==> config.mk <==
export PLATFORM = sky130hd
export DESIGN_NAME = wb_arbiter
export DESIGN_NICKNAME = d
export VERILOG_FILES = /design/src/rtl/wb_arbiter.sv
export SDC_FILE = /design/constraint.sdc
export NUM_CORES = 1
export LEC_CHECK = 0
export BUFFER_PORTS_ARGS = -buffer_cell sky130_fd_sc_hd__clkbuf_2
export CORE_ASPECT_RATIO = 0.6
export CORE_UTILIZATION = 30
export DETAILED_ROUTE_END_ITERATION = 10
export MAX_ROUTING_LAYER = met4
export PLACE_DENSITY = 0.66
export SETUP_SLACK_MARGIN = 0.4
export SLEW_MARGIN = 20
export SYNTH_ARGS = -nofsm -noshare
export SYNTH_HDL_FRONTEND = slang
export SYNTH_SLANG_ARGS = --single-unit
==> constraint.sdc <==
create_clock -name clk -period 2.9 [get_ports clk]
set_input_delay 0.145 -clock clk [delete_from_list [all_inputs] [get_ports clk]]
set_output_delay 0.145 -clock clk [all_outputs]
set_load 0.05 [all_outputs]
==> src/rtl/wb_arbiter.sv <==
`default_nettype none
// ============================================================================
// Module      : wb_arbiter
// Description : Writeback arbiter between the ALU and LSU result ports.
//               Grants round-robin on contention, drives a single registered
//               register-file write port, and keeps a per-register
//               pending-write (busy) mask used for decode hazard detection.
//               Optional feature macro: WB_EARLY_RELEASE_EN -- a register
//               being cleared by this cycle's transfer does not raise hazard.
// Revision    : 1.0 - initial release
// ============================================================================
module wb_arbiter (
  input  logic        clk,
  input  logic        rst,
  input  logic        issue_valid,
  input  logic [4:0]  issue_rd,
  input  logic [4:0]  rs1_sel,
  input  logic [4:0]  rs2_sel,
  output logic        hazard,
  input  logic        alu_valid,
  output logic        alu_ready,
  input  logic [4:0]  alu_rd,
  input  logic [31:0] alu_data,
  input  logic        lsu_valid,
  output logic        lsu_ready,
  input  logic [4:0]  lsu_rd,
  input  logic [31:0] lsu_data,
  output logic        rd_w,
  output logic [4:0]  rd_sel,
  output logic [31:0] rd_in,
  output logic [31:0] busy
);

  localparam logic c_SRC_ALU = 1'b0;
  localparam logic c_SRC_LSU = 1'b1;

  logic        r_last_grant;
  logic [31:0] r_busy;
  logic        r_rd_w;
  logic [4:0]  r_rd_sel;
  logic [31:0] r_rd_in;

  logic        w_alu_grant;
  logic        w_lsu_grant;
  logic        w_xfer;
  logic [4:0]  w_xfer_rd;
  logic [31:0] w_xfer_data;
  logic        w_wr;
  logic [31:0] w_clr_mask;
  logic [31:0] w_set_mask;
  logic [31:0] w_busy_next;
  logic [31:0] w_busy_hz;

  // Round-robin grant: a contested cycle goes to the source that did not win
  // last; ready is forced low while reset is held.
  always_comb begin
    w_alu_grant = 1'b0;
    w_lsu_grant = 1'b0;
    if (!rst) begin
      if (alu_valid && lsu_valid) begin
        w_alu_grant = (r_last_grant == c_SRC_LSU);
        w_lsu_grant = (r_last_grant == c_SRC_ALU);
      end else begin
        w_alu_grant = alu_valid;
        w_lsu_grant = lsu_valid;
      end
    end
  end

  // Select the transferring source; grant already implies valid.
  always_comb begin
    w_xfer      = w_alu_grant || w_lsu_grant;
    w_xfer_rd   = 5'd0;
    w_xfer_data = 32'd0;
    if (w_alu_grant) begin
      w_xfer_rd   = alu_rd;
      w_xfer_data = alu_data;
    end else if (w_lsu_grant) begin
      w_xfer_rd   = lsu_rd;
      w_xfer_data = lsu_data;
    end
    // Writes to x0 are accepted but never reach the register file.
    w_wr = w_xfer && (w_xfer_rd != 5'd0);
  end

  // Busy-mask update: clear on writeback, set on issue; set wins on overlap.
  always_comb begin
    w_clr_mask  = w_wr ? (32'd1 << w_xfer_rd) : 32'd0;
    w_set_mask  = (issue_valid && (issue_rd != 5'd0)) ? (32'd1 << issue_rd) : 32'd0;
    w_busy_next = ((r_busy & ~w_clr_mask) | w_set_mask) & ~32'd1;
  end

  // Hazard check against the pending-write mask.
  always_comb begin
`ifdef WB_EARLY_RELEASE_EN
    // The register file writes on the falling edge, so a register being
    // written back this cycle is already safe to read.
    w_busy_hz = r_busy & ~w_clr_mask;
`else
    w_busy_hz = r_busy;
`endif
    hazard = ((rs1_sel != 5'd0) && w_busy_hz[rs1_sel]) ||
             ((rs2_sel != 5'd0) && w_busy_hz[rs2_sel]);
  end

  // Round-robin history: remembers the most recent source to transfer.
  always_ff @(posedge clk or posedge rst) begin
    if (rst) begin
      r_last_grant <= c_SRC_LSU;
    end else if (w_alu_grant) begin
      r_last_grant <= c_SRC_ALU;
    end else if (w_lsu_grant) begin
      r_last_grant <= c_SRC_LSU;
    end
  end

  // Register-file write port: one-cycle strobe, index/data hold when idle.
  always_ff @(posedge clk or posedge rst) begin
    if (rst) begin
      r_rd_w   <= 1'b0;
      r_rd_sel <= 5'd0;
      r_rd_in  <= 32'd0;
    end else begin
      r_rd_w <= w_wr;
      if (w_wr) begin
        r_rd_sel <= w_xfer_rd;
        r_rd_in  <= w_xfer_data;
      end
    end
  end

  // Pending-write mask register.
  always_ff @(posedge clk or posedge rst) begin
    if (rst) begin
      r_busy <= 32'd0;
    end else begin
      r_busy <= w_busy_next;
    end
  end

  assign alu_ready = w_alu_grant;
  assign lsu_ready = w_lsu_grant;
  assign rd_w      = r_rd_w;
  assign rd_sel    = r_rd_sel;
  assign rd_in     = r_rd_in;
  assign busy      = r_busy;

endmodule
`default_nettype wire

==> reports/results.tsv <==
stage	metric	value	unit
run_status	status	finished, violations left	
run_status	violations	DRC	
power_and_ir_drop	leakage	2.56	nW
clock_network	clk_latency	0.33	ns
floorplan	die_w	152	µm
sta	max_freq	0.398	GHz
sta	grt_setup_unrepaired	yes	
clock_network	cts.sinks	70	
cells_and_area	final_common_cell	clkbuf_2	
yosys	synthCells	330	
clock_network	cts_tree	built	
route	avgViaCountPerCell	5.46	
clock_network	hold_buffers	0	
grt	grt_overflow	0	
sta	hold_violations	0	
floorplan	dieArea	14000	µm²
critical_path	crit_fanout	4	
yosys	postSynthNetCount	424	
sta	clock_skew	0.00805	ns
yosys	synth_top_family_by_area	compound AO/OA/AOI/OAI gates	
floorplan	die_h	92.0	µm
floorplan	io_pins	167	
grt	grt_pass1_vias	3525	
grt	met2_usage	25.3	%
sta	fin_crit	2.52	ns
cells_and_area	syn2layout_area_growth	32.6	%
clock_network	htree_levels	3	
critical_path	critical_path.cell_chain	mux4_2, and4b_1, a221oi_2, o21ai_1, or4_4, buf_8	
yosys	synth_cell_types	51	
placement	dp_hpwl	10.2	mm
cells_and_area	n_antenna_cell	0	
route	ant_nets	0	
critical_path	rrSetupSlack	0.55	ns
placement	numPortBuffers	165	
cells_and_area	ff_latch_area	1760	µm²
yosys	synth-edff-count	0	
grt	antenna_found_initial	0	
grt	top_usage_layer	met1	
critical_path	end_kind	primary output	
sta	finalCritPeriodShare	86.7	%
critical_path	reg2reg_depth	6	
sta	fin_tns_setup	0	ns
route	first_iter_violations	260	
yosys	syn_area_per_cell	12.3	µm²
clock_network	cts-root-buf	clkbuf_16	
critical_path	crit_path_start_kind	flip-flop	
critical_path	rr_startpoint	r_last_grant	
min_path	hp-class	in2async	
critical_path	cp.required	2.76	ns
yosys	synthAdderAreaFrac	0	%
sta	setup_violations	0	
sta	slew_viol_final	0	
placement	place_ws	0.495	ns
route	drc	20	
cells_and_area	multiInputGateArea	2140	µm²
grt	use_met3	6.14	%
power_and_ir_drop	pwr_density_cell	801	nW/µm²
yosys	ys_async_sr_fraction	100	%
sta	setup_ws	0.385	ns
grt	grtUsageMet1	29.1	%
grt	grtUsageTotal	19.7	%
clock_network	numCtsBuffers	9	
cells_and_area	nNetsFinal	583	
yosys	dominantRegCellSynth	dfrtp_1	
route	vias	3626	
yosys	yosysSeqAreaShare	43.3	%
floorplan	core_area	13000	µm²
critical_path	crit_slowest_cell	or4_4	
grt	grt_pass1_wl	20.3	mm
floorplan	start_util	31.1	%
yosys	mappedNetlistArea	4050	µm²
route	firstDrtPassIters	8	
critical_path	cp.arrival	2.37	ns
cells_and_area	drive_gt1_share	52.8	%
critical_path	worst-setup-path-type	reg2out	
grt	grt_max_degree	41	
route	wire_per_inst	20.1	µm
placement	gp_congestion	0.894	
yosys	synth-simple-area-share	9.95	%
yosys	synth-compound-area-share	21.5	%
sta	relSlewSlack	48.2	%
sta	worstMarginPinSlew	0.776	ns
floorplan	fp-row-count	32	
cells_and_area	final_cell_mix	clkbuf_2, dfrtp_1, a22o_1	
critical_path	timing.rr.end	rd_in[16]	
flow_run	cap_viol_max_count	0	
yosys	yosys_warnings	0	
route	wirelength	13.3	mm
cells_and_area	nFillCells	1281	
yosys	yosys.area_share.xor_xnor	0	%
clock_network	clk_pin_slew	0.06	ns
clock_network	clockBufferDepth	2	
power_and_ir_drop	peakVddDrop	0.000277	V
yosys	ys_seq_elements	70	
critical_path	cpPeakStageDelay	0.52	ns
yosys	synth_mux_area_share	20.4	%
[critical path: cells and delay by family (launching register included)]
| family | cells | cell delay, ns |
|---|---|---|
| buf+inv | 1 | 0.17 |
| compound gates | 2 | 0.25 |
| flops | 1 | 0.44 |
| simple gates | 2 | 0.71 |
| mux | 1 | 0.46 |
[layer usage]
| layer | part of all wire (%) | vias up |
|---|---|---|
| li1 | - | 1629 |
| met1 | 50 | 1811 |
| met2 | 40 | 175 |
| met3 | 8.6 | 11 |
| met4 | 0.86 | 0 |
| met5 | 0 | - |
[through the flow]
stage	util, %	hold slack [ns]	power (mW)	area [µm²]	cells
final	41.3	0.0907	4.30	5370	664
after global routing	41.3	0.107	4.50	5370	664
after CTS	40.8	0.0890	4.31	5300	661
after detailed placement	38.1	0.456	3.12	4960	642
after global placement	38.1	0.440	3.08	4960	642
after floorplan	-	0.0709	2.63	4050	330
[cell families (layout without fill, tap and decap cells)]
logic type,after synthesis,count (layout)
compound gates,108,108
flops,70,70
simple gates,66,66
mux,54,54
buf+inv,31,195
other cells,1,1
[how the worst max path moves through the flow]
| stage | start | end | slack [ns] | depth (start not counted) |
|---|---|---|---|---|
| finish | busy[23] | hazard | 0.38 | 6 |
| global route | busy[23] | hazard | 0.31 | 6 |
| CTS | busy[14] | hazard | 0.37 | 6 |
| detailed placement | r_last_grant | rd_in[16] | 0.50 | 6 |
| global placement | r_last_grant | rd_in[14] | 0.60 | 6 |
| floorplan | busy[14] | hazard | 0.53 | 5 |
[cell usage after synthesis (2+ instances only)]
cell type | n | area [µm²]
nand2b_1 | 4 | 25.0
nand3_1 | 11 | 55.1
a32o_1 | 2 | 20.0
nand2_1 | 6 | 22.5
nor3_1 | 7 | 35.0
dfrtp_1 | 69 | 1730
a21oi_1 | 6 | 30.0
nand3b_1 | 5 | 37.5
and3_1 | 2 | 12.5
or2_2 | 7 | 43.8
o31ai_1 | 6 | 45.0
mux2i_1 | 10 | 100
clkbuf_1 | 18 | 67.6
or3_1 | 3 | 18.8
a22o_1 | 32 | 280
buf_12 | 2 | 40.0
a32oi_1 | 3 | 26.3
a21o_1 | 4 | 30.0
inv_1 | 3 | 11.3
mux4_2 | 12 | 270
o41ai_1 | 14 | 123
buf_4 | 2 | 15.0
nand4_1 | 4 | 25.0
o32ai_1 | 2 | 17.5
mux2_2 | 7 | 78.8
o2bb2ai_1 | 13 | 114
o21ai_0 | 20 | 100
nor2_1 | 7 | 26.3
buf_6 | 3 | 33.8
mux2_4 | 25 | 375
[power breakdown]
| group | total [mW] | internal, mW | switching, mW |
|---|---|---|---|
| Clock | 1.13 | 0.716 | 0.413 |
| Sequential | 1.43 | 1.18 | 0.249 |
| Combinational | 1.74 | 0.577 | 1.17 |
| Total | 4.30 | 2.47 | 1.83 |
[sequential cells by signal, indices dropped and copies added, names as in the netlist]
| name | cells |
|---|---|
| busy | 31 |
| r_last_grant | 1 |
| rd_in | 32 |
| rd_sel | 5 |
| rd_w | 1 |
[area by class of cell]
type / count / share of cell area [%]
sequential: 70 / 32.8
tap: 170 / 3.96
timing repair buffer: 175 / 17.2
clock buffer: 12 / 4.78
clock inverter: 4 / 1.00
multi-input combinational: 229 / 39.9
inverter: 4 / 0.373
[repair_timing]
| action | in CTS | in global routing |
|---|---|---|
| setup endpoints to repair | 3 | 33 |
| gates resized for setup | 6 | 10 |
| buffers inserted | 3 | 3 |
| pin swaps | 1 | 2 |
No activity file was read; power rests on OpenSTA's default activity.
